==> src/rtl/cpu_pkg.sv <==
// cpu_pkg: shared word width, opcode and PCSrc encodings, instruction field positions.
package cpu_pkg;
    localparam int WORD_W = 16;
    typedef enum logic [3:0] {
        OP_AND, OP_OR, OP_XOR, OP_NOT, OP_ADD, OP_SUB, OP_SHL, OP_SHR,
        OP_LD, OP_SV, OP_LI, OP_BEQ, OP_BNE, OP_JMP, OP_CALL, OP_RET
    } opcode_e;
    typedef enum logic [1:0] {PC_INC, PC_BRANCH, PC_JUMP, PC_RET} pcsrc_e;
    localparam int OPC_HI = 15;
    localparam int OPC_LO = 12;
    localparam int JMP_HI = 11;
    localparam int BR_HI = 5;
    localparam int BR_LO = 1;
    localparam int MODE_BIT = 0;
    function automatic logic [WORD_W-1:0] sext_br(input logic [BR_HI-BR_LO:0] off);
        return {{(WORD_W-BR_HI+BR_LO-1){off[BR_HI-BR_LO]}}, off};
    endfunction
endpackage

==> src/rtl/return_addr_stack.sv <==
// return_addr_stack: circular return-address stack; a push when full overwrites the oldest entry.
module return_addr_stack
    import cpu_pkg::*;
#(
    parameter int DEPTH = 4,
    parameter logic [WORD_W-1:0] EMPTY_VAL = '0
) (
    input  logic              clock,
    input  logic              reset,
    input  logic              push,
    input  logic              pop,
    input  logic [WORD_W-1:0] push_data,
    output logic [WORD_W-1:0] pop_data,
    output logic              overflow,
    output logic              underflow
);
    localparam int AW = $clog2(DEPTH);
    logic [WORD_W-1:0] mem_q [DEPTH];
    logic [WORD_W-1:0] mem_d [DEPTH];
    logic [AW-1:0] top_q, top_d;
    logic [AW:0] cnt_q, cnt_d;
    logic full, empty;
    assign full = cnt_q == (AW+1)'(DEPTH);
    assign empty = cnt_q == '0;
    assign overflow = push && full;
    assign underflow = pop && empty;
    assign pop_data = empty ? EMPTY_VAL : mem_q[top_q - AW'(1)];
    always_comb begin
        mem_d = mem_q;
        top_d = top_q;
        cnt_d = cnt_q;
        if (push) begin
            mem_d[top_q] = push_data;
            top_d = top_q + AW'(1);
            cnt_d = full ? cnt_q : cnt_q + (AW+1)'(1);
        end else if (pop && !empty) begin
            top_d = top_q - AW'(1);
            cnt_d = cnt_q - (AW+1)'(1);
        end
    end
    always_ff @(posedge clock) begin
        mem_q <= mem_d;
        if (reset) begin
            top_q <= '0;
            cnt_q <= '0;
        end else begin
            top_q <= top_d;
            cnt_q <= cnt_d;
        end
    end
endmodule

==> src/rtl/instr_fetch_unit.sv <==
// instr_fetch_unit: PC, next-PC mux, instruction-memory fetch handshake and instruction register.
// Define INSTR_FETCH_RAS_EN to use the internal return-address stack instead of ret_addr_ext.
module instr_fetch_unit
    import cpu_pkg::*;
#(
    parameter logic [WORD_W-1:0] RESET_PC = 16'h0000,
    parameter int RAS_DEPTH = 4
) (
    input  logic              clock,
    input  logic              reset,
    input  logic              enIF,
    input  logic [1:0]        PCSrc,
    input  logic [WORD_W-1:0] ret_addr_ext,
    output logic [WORD_W-1:0] imem_addr,
    output logic              imem_req,
    input  logic [WORD_W-1:0] imem_rdata,
    input  logic              imem_ack,
    output logic [WORD_W-1:0] instr,
    output logic [3:0]        OPCODE,
    output logic              modeBit,
    output logic [WORD_W-1:0] pc,
    output logic              fetch_done,
    output logic              ras_err
);
    typedef enum logic [1:0] {IDLE, REQ, DONE} state_e;
    state_e state_q, state_d;
    logic [WORD_W-1:0] pc_q, pc_d, instr_q, instr_d, ret_addr;
    logic first_q, first_d, advance;
    // The very first fetch after reset reads RESET_PC itself, so it skips the PC update.
    assign advance = state_q == IDLE && enIF && !first_q;
`ifdef INSTR_FETCH_RAS_EN
    logic push, pop, ovf, unf, ras_err_q, ras_err_d;
    assign push = advance && PCSrc == PC_JUMP && instr_q[OPC_HI:OPC_LO] == OP_CALL;
    assign pop = advance && PCSrc == PC_RET;
    assign ras_err_d = ras_err_q | ovf | unf;
    assign ras_err = ras_err_q;
    return_addr_stack #(.DEPTH(RAS_DEPTH), .EMPTY_VAL(RESET_PC)) u_ras (
        .clock     (clock),
        .reset     (reset),
        .push      (push),
        .pop       (pop),
        .push_data (pc_q + WORD_W'(1)),
        .pop_data  (ret_addr),
        .overflow  (ovf),
        .underflow (unf)
    );
    always_ff @(posedge clock) ras_err_q <= reset ? 1'b0 : ras_err_d;
`else
    assign ret_addr = ret_addr_ext;
    assign ras_err = 1'b0;
`endif
    always_comb begin
        state_d = state_q;
        pc_d = pc_q;
        instr_d = instr_q;
        first_d = first_q;
        if (state_q == IDLE && enIF) begin
            state_d = REQ;
            first_d = 1'b0;
        end
        if (advance)
            pc_d = PCSrc == PC_INC    ? pc_q + WORD_W'(1) :
                   PCSrc == PC_BRANCH ? pc_q + sext_br(instr_q[BR_HI:BR_LO]) :
                   PCSrc == PC_JUMP   ? {pc_q[WORD_W-1:JMP_HI+1], instr_q[JMP_HI:0]} : ret_addr;
        if (state_q == REQ && imem_ack) begin
            state_d = DONE;
            instr_d = imem_rdata;
        end
        if (state_q == DONE) state_d = IDLE;
    end
    always_ff @(posedge clock) begin
        if (reset) begin
            state_q <= IDLE;
            pc_q <= RESET_PC;
            instr_q <= '0;
            first_q <= 1'b1;
        end else begin
            state_q <= state_d;
            pc_q <= pc_d;
            instr_q <= instr_d;
            first_q <= first_d;
        end
    end
    assign imem_addr = pc_q;
    assign pc = pc_q;
    assign imem_req = state_q == REQ;
    assign fetch_done = state_q == DONE;
    assign instr = instr_q;
    assign OPCODE = instr_q[OPC_HI:OPC_LO];
    assign modeBit = instr_q[MODE_BIT];
endmodule
==> config.mk <==
export PLATFORM = sky130hd
export DESIGN_NAME = instr_fetch_unit
export DESIGN_NICKNAME = d
export VERILOG_FILES = /design/src/rtl/cpu_pkg.sv /design/src/rtl/return_addr_stack.sv /design/src/rtl/instr_fetch_unit.sv
export SDC_FILE = /design/constraint.sdc
export NUM_CORES = 1
export LEC_CHECK = 0
export ABC_AREA = 1
export CAP_MARGIN = 20
export CORE_ASPECT_RATIO = 1.2
export CORE_MARGIN = 5
export CORE_UTILIZATION = 38
export CTS_BUF_LIST = sky130_fd_sc_hd__clkbuf_16
export DETAILED_ROUTE_END_ITERATION = 16
export PLACE_DENSITY = 0.7
export SETUP_SLACK_MARGIN = 0.02
export SYNTH_ARGS = -nofsm -noshare
export SYNTH_HDL_FRONTEND = slang
export SYNTH_HIERARCHICAL = 1
export SYNTH_SLANG_ARGS = --single-unit
==> constraint.sdc <==
create_clock -name clock -period 2.87 [get_ports clock]
set_input_delay 0.287 -clock clock [delete_from_list [all_inputs] [get_ports clock]]
set_output_delay 0.287 -clock clock [all_outputs]
set_load 0.05 [all_outputs]
==> results.toml, run 1 <==
[sta]
tightest_slew_ns = 0.728
slew_headroom_pct = 51.3
period_needed_ns = 2.21
finClkSkew_ns = 0.00632
rsz0062_at_grt = "no"
final.period_utilization_pct = 77.1
tns_ns = 0
hold_viol = 0
max_freq_ghz = 0.452
whs_ns = 0.485
setup_viol = 0
final_max_slew_viol_count = 0

[yosys]
synth_edf_count = 0
yosysMostFrequentCell = "nand2_1"
ys_seq_area_share_pct = 23.2
synth_warnings = 6
ys_seq_elements = 35
synth.distinct_cells = 38
yosysTopAreaCellShare_pct = 23.2
synthFlopType = "dfxtp_1"
synth_cells = 499
ys_top_cells_by_count = "161 x nand2_1, 54 x a21oi_1, 48 x inv_1, 40 x nor2_1, 38 x nand3_1"
syn_nets = 554
synth_area_um2 = 3020
yosys-top-cells-area = "dfxtp_1 23%, nand2_1 20%, a21oi_1 8.9%"
avgSynthCellArea_um2 = 6.06
async_flop_share_pct = 0
yosys.area.top_type = "dfxtp_1"

[floorplan]
core_um2 = 7710
dieWidth_um = 91.4
die_h_um = 108
rows = 35
ios = 94
initial_core_util_pct = 39.2
dieArea_um2 = 9840

[clock_tree]
ctsResizeCount = 0
cts_buffers = 5
ctsHoldBuffers = 0
htree_levels = 2
clk_pin_slew_ns = 0.06
cts_root_buf = "clkbuf_16"
cts_tree = "yes"
clockBufferDepth = 2
cts.sinks = 35
post-cts-setup-buffers = 0
clock_latency_ns = 0.28

[power]
p_per_area_nw_per_um2 = 418
leakage_nw = 1.76
vdd_ir_drop_max_mv = 0.258

[cells_and_area]
syn2layout_area_growth_pct = 34.3
seq_area_um2 = 701
utilization_pct = 52.6
diodes = 0
drive_above_1_share_pct = 5.41
final_cells = 665
nFillCells = 790
multiInputGateArea_um2 = 1900
nets = 627

[grt]
grt_pass1_wl_um = 17200
grt_max_degree = 26
antenna_found_initial = 0
overflow = 0
grt_pass1_vias = 3536
gr-usage-all-layers_pct = 21.7

[route]
dr_wl_met2_um = 4810
routed_via_density = 5.30
drt_wl_total_um = 10500
met3_length_um = 905
drt-wirelength-per-cell_um = 15.8
drcViolationCount = 0
via_count = 3526
antenna_left = 0
firstDrtPassIters = 5
drt-met1-wl_um = 4300
drt_iter0_drc = 284
top_layer_used = "met4"

[setup_path]
cpMaxStageDelayCell = "fa_1"
cp_cell_sequence = "ha_1, fa_1, nand3_1, nand3_1, nand2_1, nand2_1, nand2_1, nand2_1, o21ai_0, nand2_1, a21oi_1"
setup.worst_path.class = "flip-flop to flip-flop"
critPathMaxStageDelay_ns = 0.49
critPathRequiredTime_ns = 3.08
path_max_fanout = 6
start_kind = "flip-flop"
cpMostUsedCell = "nand2_1"
arrival_ns = 2.42
critical_path.endpoint_type = "flip-flop"

[placed_design]
hpwlAfterDp_um = 8320
port_buffers = 92
place_inst = 657
place_congestion = 0.978

[outcome]
status = "finished, final reports clean"

[worst_hold_path]
hold_path_class = "flip-flop to flip-flop"

[job]
max_cap_violations = 0
-- critical path: cells and delay by family (launching register included) --
kind	cells	cell delay, ns
AO/OA/AOI/OAI	2	0.33
flip-flops	1	0.38
adder cells (fa/ha/maj)	2	0.77
AND/OR/NAND/NOR	7	0.66
-- routing by layer --
metal	up-vias	track usage, %
met5	-	0
met4	0	11.4
met3	30	5.45
met2	168	36.0
met1	1575	25.5
li1	1753	-
-- state kept, by name (all words and copies together) (netlist names) --
register / count
state_q: 2
instr: 16
first_q: 1
imem_addr: 16
-- metrics by stage --
stage | power, mW | instance area (um2) | setup slack [ns]
after global routing | 1.77 | 4060 | 0.496
after global placement | 1.08 | 3890 | 0.548
after detailed placement | 1.08 | 3890 | 0.552
after floorplan | 0.901 | 3020 | 0.744
final | 1.70 | 4060 | 0.657
after CTS | 1.71 | 4060 | 0.669
-- final cells by class --
type,instances,area share [%]
clock buffer,5,3.08
clock inverter,3,1.08
inverter,52,4.81
multi-input combinational,378,46.7
sequential,35,17.3
tap,92,2.84
timing repair buffer,100,24.2
-- placed cells by master, fill, tap and decap left out, types with 2 or more instances in the layout --
cell,instances
inv_2,4
o211ai_1,3
nor2_4,3
a21oi_1,54
ha_1,16
o22ai_1,2
xnor2_1,4
nor2_1,40
xor2_1,4
and2_1,2
a31oi_1,2
inv_1,48
clkbuf_16,5
nand2_1,161
o21ai_0,22
buf_4,8
nand4_1,7
nand3_1,38
a211oi_1,2
nor2_2,2
dfxtp_1,35
clkdlybuf4s50_1,92
nor3_1,2
-- where the power goes --
group | leakage, nW | internal [mW] | switching, mW
Combinational | 1.39 | 0.187 | 0.330
Sequential | 0.285 | 0.514 | 0.0405
Clock | 0.0838 | 0.409 | 0.215
-- path summary, 6_finish.rpt --
kind                startpoint           end  slack [ns]  cells past startpoint
setup / recovery  imem_addr[0]  imem_addr[8]        0.66                     11
hold / removal         first_q       first_q        0.48                      2
setup reg to reg  imem_addr[0]  imem_addr[8]        0.66                     11
hold reg to reg        first_q       first_q        0.48                      2
-- logic make-up (layout without fill, tap and decap cells) --
logic type / after synthesis / after routing / synth area share, %
simple gates: 260 / 260 / 36.6
compound gates: 92 / 92 / 16.4
other cells: 1 / 1 / 0.124
buf+inv: 86 / 160 / 14.0
fa+ha+maj: 17 / 17 / 7.29
flops: 35 / 35 / 23.2
xor+xnor: 8 / 8 / 2.32
Note: power is estimated with default switching activity, not from simulation.
==> run 2, diff against run 1 <==
--- a/config.mk
+++ b/config.mk
@@ -12,7 +12,7 @@
 export CORE_UTILIZATION = 38
 export CTS_BUF_LIST = sky130_fd_sc_hd__clkbuf_16
 export DETAILED_ROUTE_END_ITERATION = 16
-export PLACE_DENSITY = 0.7
+export PLACE_DENSITY = 0.73
 export SETUP_SLACK_MARGIN = 0.02
 export SYNTH_ARGS = -nofsm -noshare
 export SYNTH_HDL_FRONTEND = slang
==> constraint.sdc (replaced) <==
create_clock -name clock -period 1.85 [get_ports clock]
set_input_delay 0.185 -clock clock [delete_from_list [all_inputs] [get_ports clock]]
set_output_delay 0.185 -clock clock [all_outputs]
set_load 0.05 [all_outputs]
==> results.toml, run 2 (synthesis results as in run 1) <==
[outcome]
status = "finished with violations"
violations = "setup timing"

[sta]
period_needed_ns = 1.87
tns_ns = -0.0182
tightest_slew_ns = 0.521
slew_headroom_pct = 65.2
hold_viol = 0
setup_ws_ns = -0.0182
rsz0062_at_grt = "yes"
setup_viol = 1
max_freq_ghz = 0.535
final_max_slew_viol_count = 0
finClkSkew_ns = 0.00358
final.period_utilization_pct = 101

[route]
via_count = 3739
drt_iter0_drc = 230
drcViolationCount = 0
drt-wirelength-per-cell_um = 15.9
firstDrtPassIters = 5
routed_via_density = 5.38
drt_wl_total_um = 11100
antenna_left = 0

[clock_tree]
clock_latency_ns = 0.28
cts.sinks = 35
cts_root_buf = "clkbuf_16"
cts_buffers = 5
ctsHoldBuffers = 0
cts_tree = "yes"
clockBufferDepth = 2
clk_pin_slew_ns = 0.06
htree_levels = 2

[setup_path]
critical_path.endpoint_type = "flip-flop"
worstSetupStartpoint = "instr[5]"
critPathRequiredTime_ns = 2.07
setup.worst_path.class = "flip-flop to flip-flop"
cp_cell_sequence = "buf_8, ha_4, a21oi_4, buf_4, nand3_2, a21oi_1, o21ai_0, o21ai_1, nand2_1, a21oi_1"
path_max_fanout = 6
critPathTopFamily = "compound AO/OA/AOI/OAI gates"
critPathMaxStageDelay_ns = 0.39
start_kind = "flip-flop"
arrival_ns = 2.09
cpMostUsedCell = "a21oi_1"
critPathBufInv = 2
r2r_slack_ns = -0.02
r2r-start = "instr[5]"
cpMaxStageDelayCell = "dfxtp_4"

[floorplan]
dieArea_um2 = 9840
die_h_um = 108
dieWidth_um = 91.4
core_um2 = 7710
initial_core_util_pct = 39.2
rows = 35
ios = 94

[worst_hold_path]
hold_path_class = "input pin to flip-flop"
min_from = "imem_rdata[15]"

[grt]
grt_pass1_vias = 3535
grt_max_degree = 18
gr-usage-all-layers_pct = 21.3
antenna_found_initial = 0
overflow = 0
grt_pass1_wl_um = 16900

[cells_and_area]
final_cell_area_um2 = 4510
nFillCells = 733
final_cell_mix = "152 x nand2_1, 70 x clkdlybuf4s50_1, 53 x buf_4"
syn2layout_area_growth_pct = 49.3
diodes = 0
drive_above_1_share_pct = 21.4
multiInputGateArea_um2 = 2120
utilization_pct = 58.5
layout_commonest_cell = "nand2_1"
seq_area_um2 = 722
nets = 657

[job]
max_cap_violations = 0

[power]
leakage_nw = 2.05
vdd_ir_drop_max_mv = 0.537
power_mw = 2.75
p_per_area_nw_per_um2 = 609

[placed_design]
port_buffers = 92
pre_cts_slack_ns = -0.0139
place_congestion = 0.989
place_area_um2 = 4070
hpwlAfterDp_um = 8750
run 2: repair_timing:
item	4_1_cts	5_1_grt
setup endpoints to repair	4	13
pin swaps	0	17
gates resized for setup	6	52
buffers inserted	0	3
run 2: stage by stage:
stage / cells / hold WS [ns]
after floorplan: 499 / 0.321
after global placement: 684 / 0.471
after detailed placement: 684 / 0.472
after CTS: 692 / 0.455
after global routing: 695 / 0.460
final: 695 / 0.457
run 2: cell type report:
class / count / share of cell area, %
clock buffers: 5 / 2.77
clock inverters: 3 / 0.943
inverters: 52 / 4.33
multi-input cells: 378 / 47.1
flip-flops and latches: 35 / 16.0
well taps: 92 / 2.55
repair buffers: 130 / 26.3
run 2: path summary, 6_finish.rpt:
check,end,depth (start not counted)
setup / recovery,imem_addr[6],10
hold / removal,instr[15],3
setup reg to reg,imem_addr[6],10
hold reg to reg,instr[10],2
run 2: where the power goes:
| group | switching (mW) | internal, mW |
|---|---|---|
| clock network | 0.353 | 0.636 |
| logic | 0.562 | 0.348 |
| registers | 0.0492 | 0.799 |
run 2: layer usage:
metal	up-vias	global-route usage, %	wire length, um
li1	1821	-	-
met1	1695	25.1	4460
met2	185	35.4	5150
met3	38	4.76	848
met4	0	11.4	613
met5	-	0	0
run 2: worst reg2reg max path: cells and delay by family (launching register included):
family	cells	cell delay, ns
AO/OA/AOI/OAI	5	0.67
adder cells (fa/ha/maj)	1	0.27
AND/OR/NAND/NOR	2	0.18
buffers and inverters	2	0.30
flip-flops	1	0.39
==> run 3, diff against run 2 <==
--- a/config.mk
+++ b/config.mk
@@ -12,6 +12,7 @@
 export CORE_UTILIZATION = 38
 export CTS_BUF_LIST = sky130_fd_sc_hd__clkbuf_16
 export DETAILED_ROUTE_END_ITERATION = 16
+export HOLD_SLACK_MARGIN = 0.15
 export PLACE_DENSITY = 0.73
 export SETUP_SLACK_MARGIN = 0.02
 export SYNTH_ARGS = -nofsm -noshare
==> results of run 3 <==
Same layout as run 2: the final DEF is identical, and so are final timing and power.
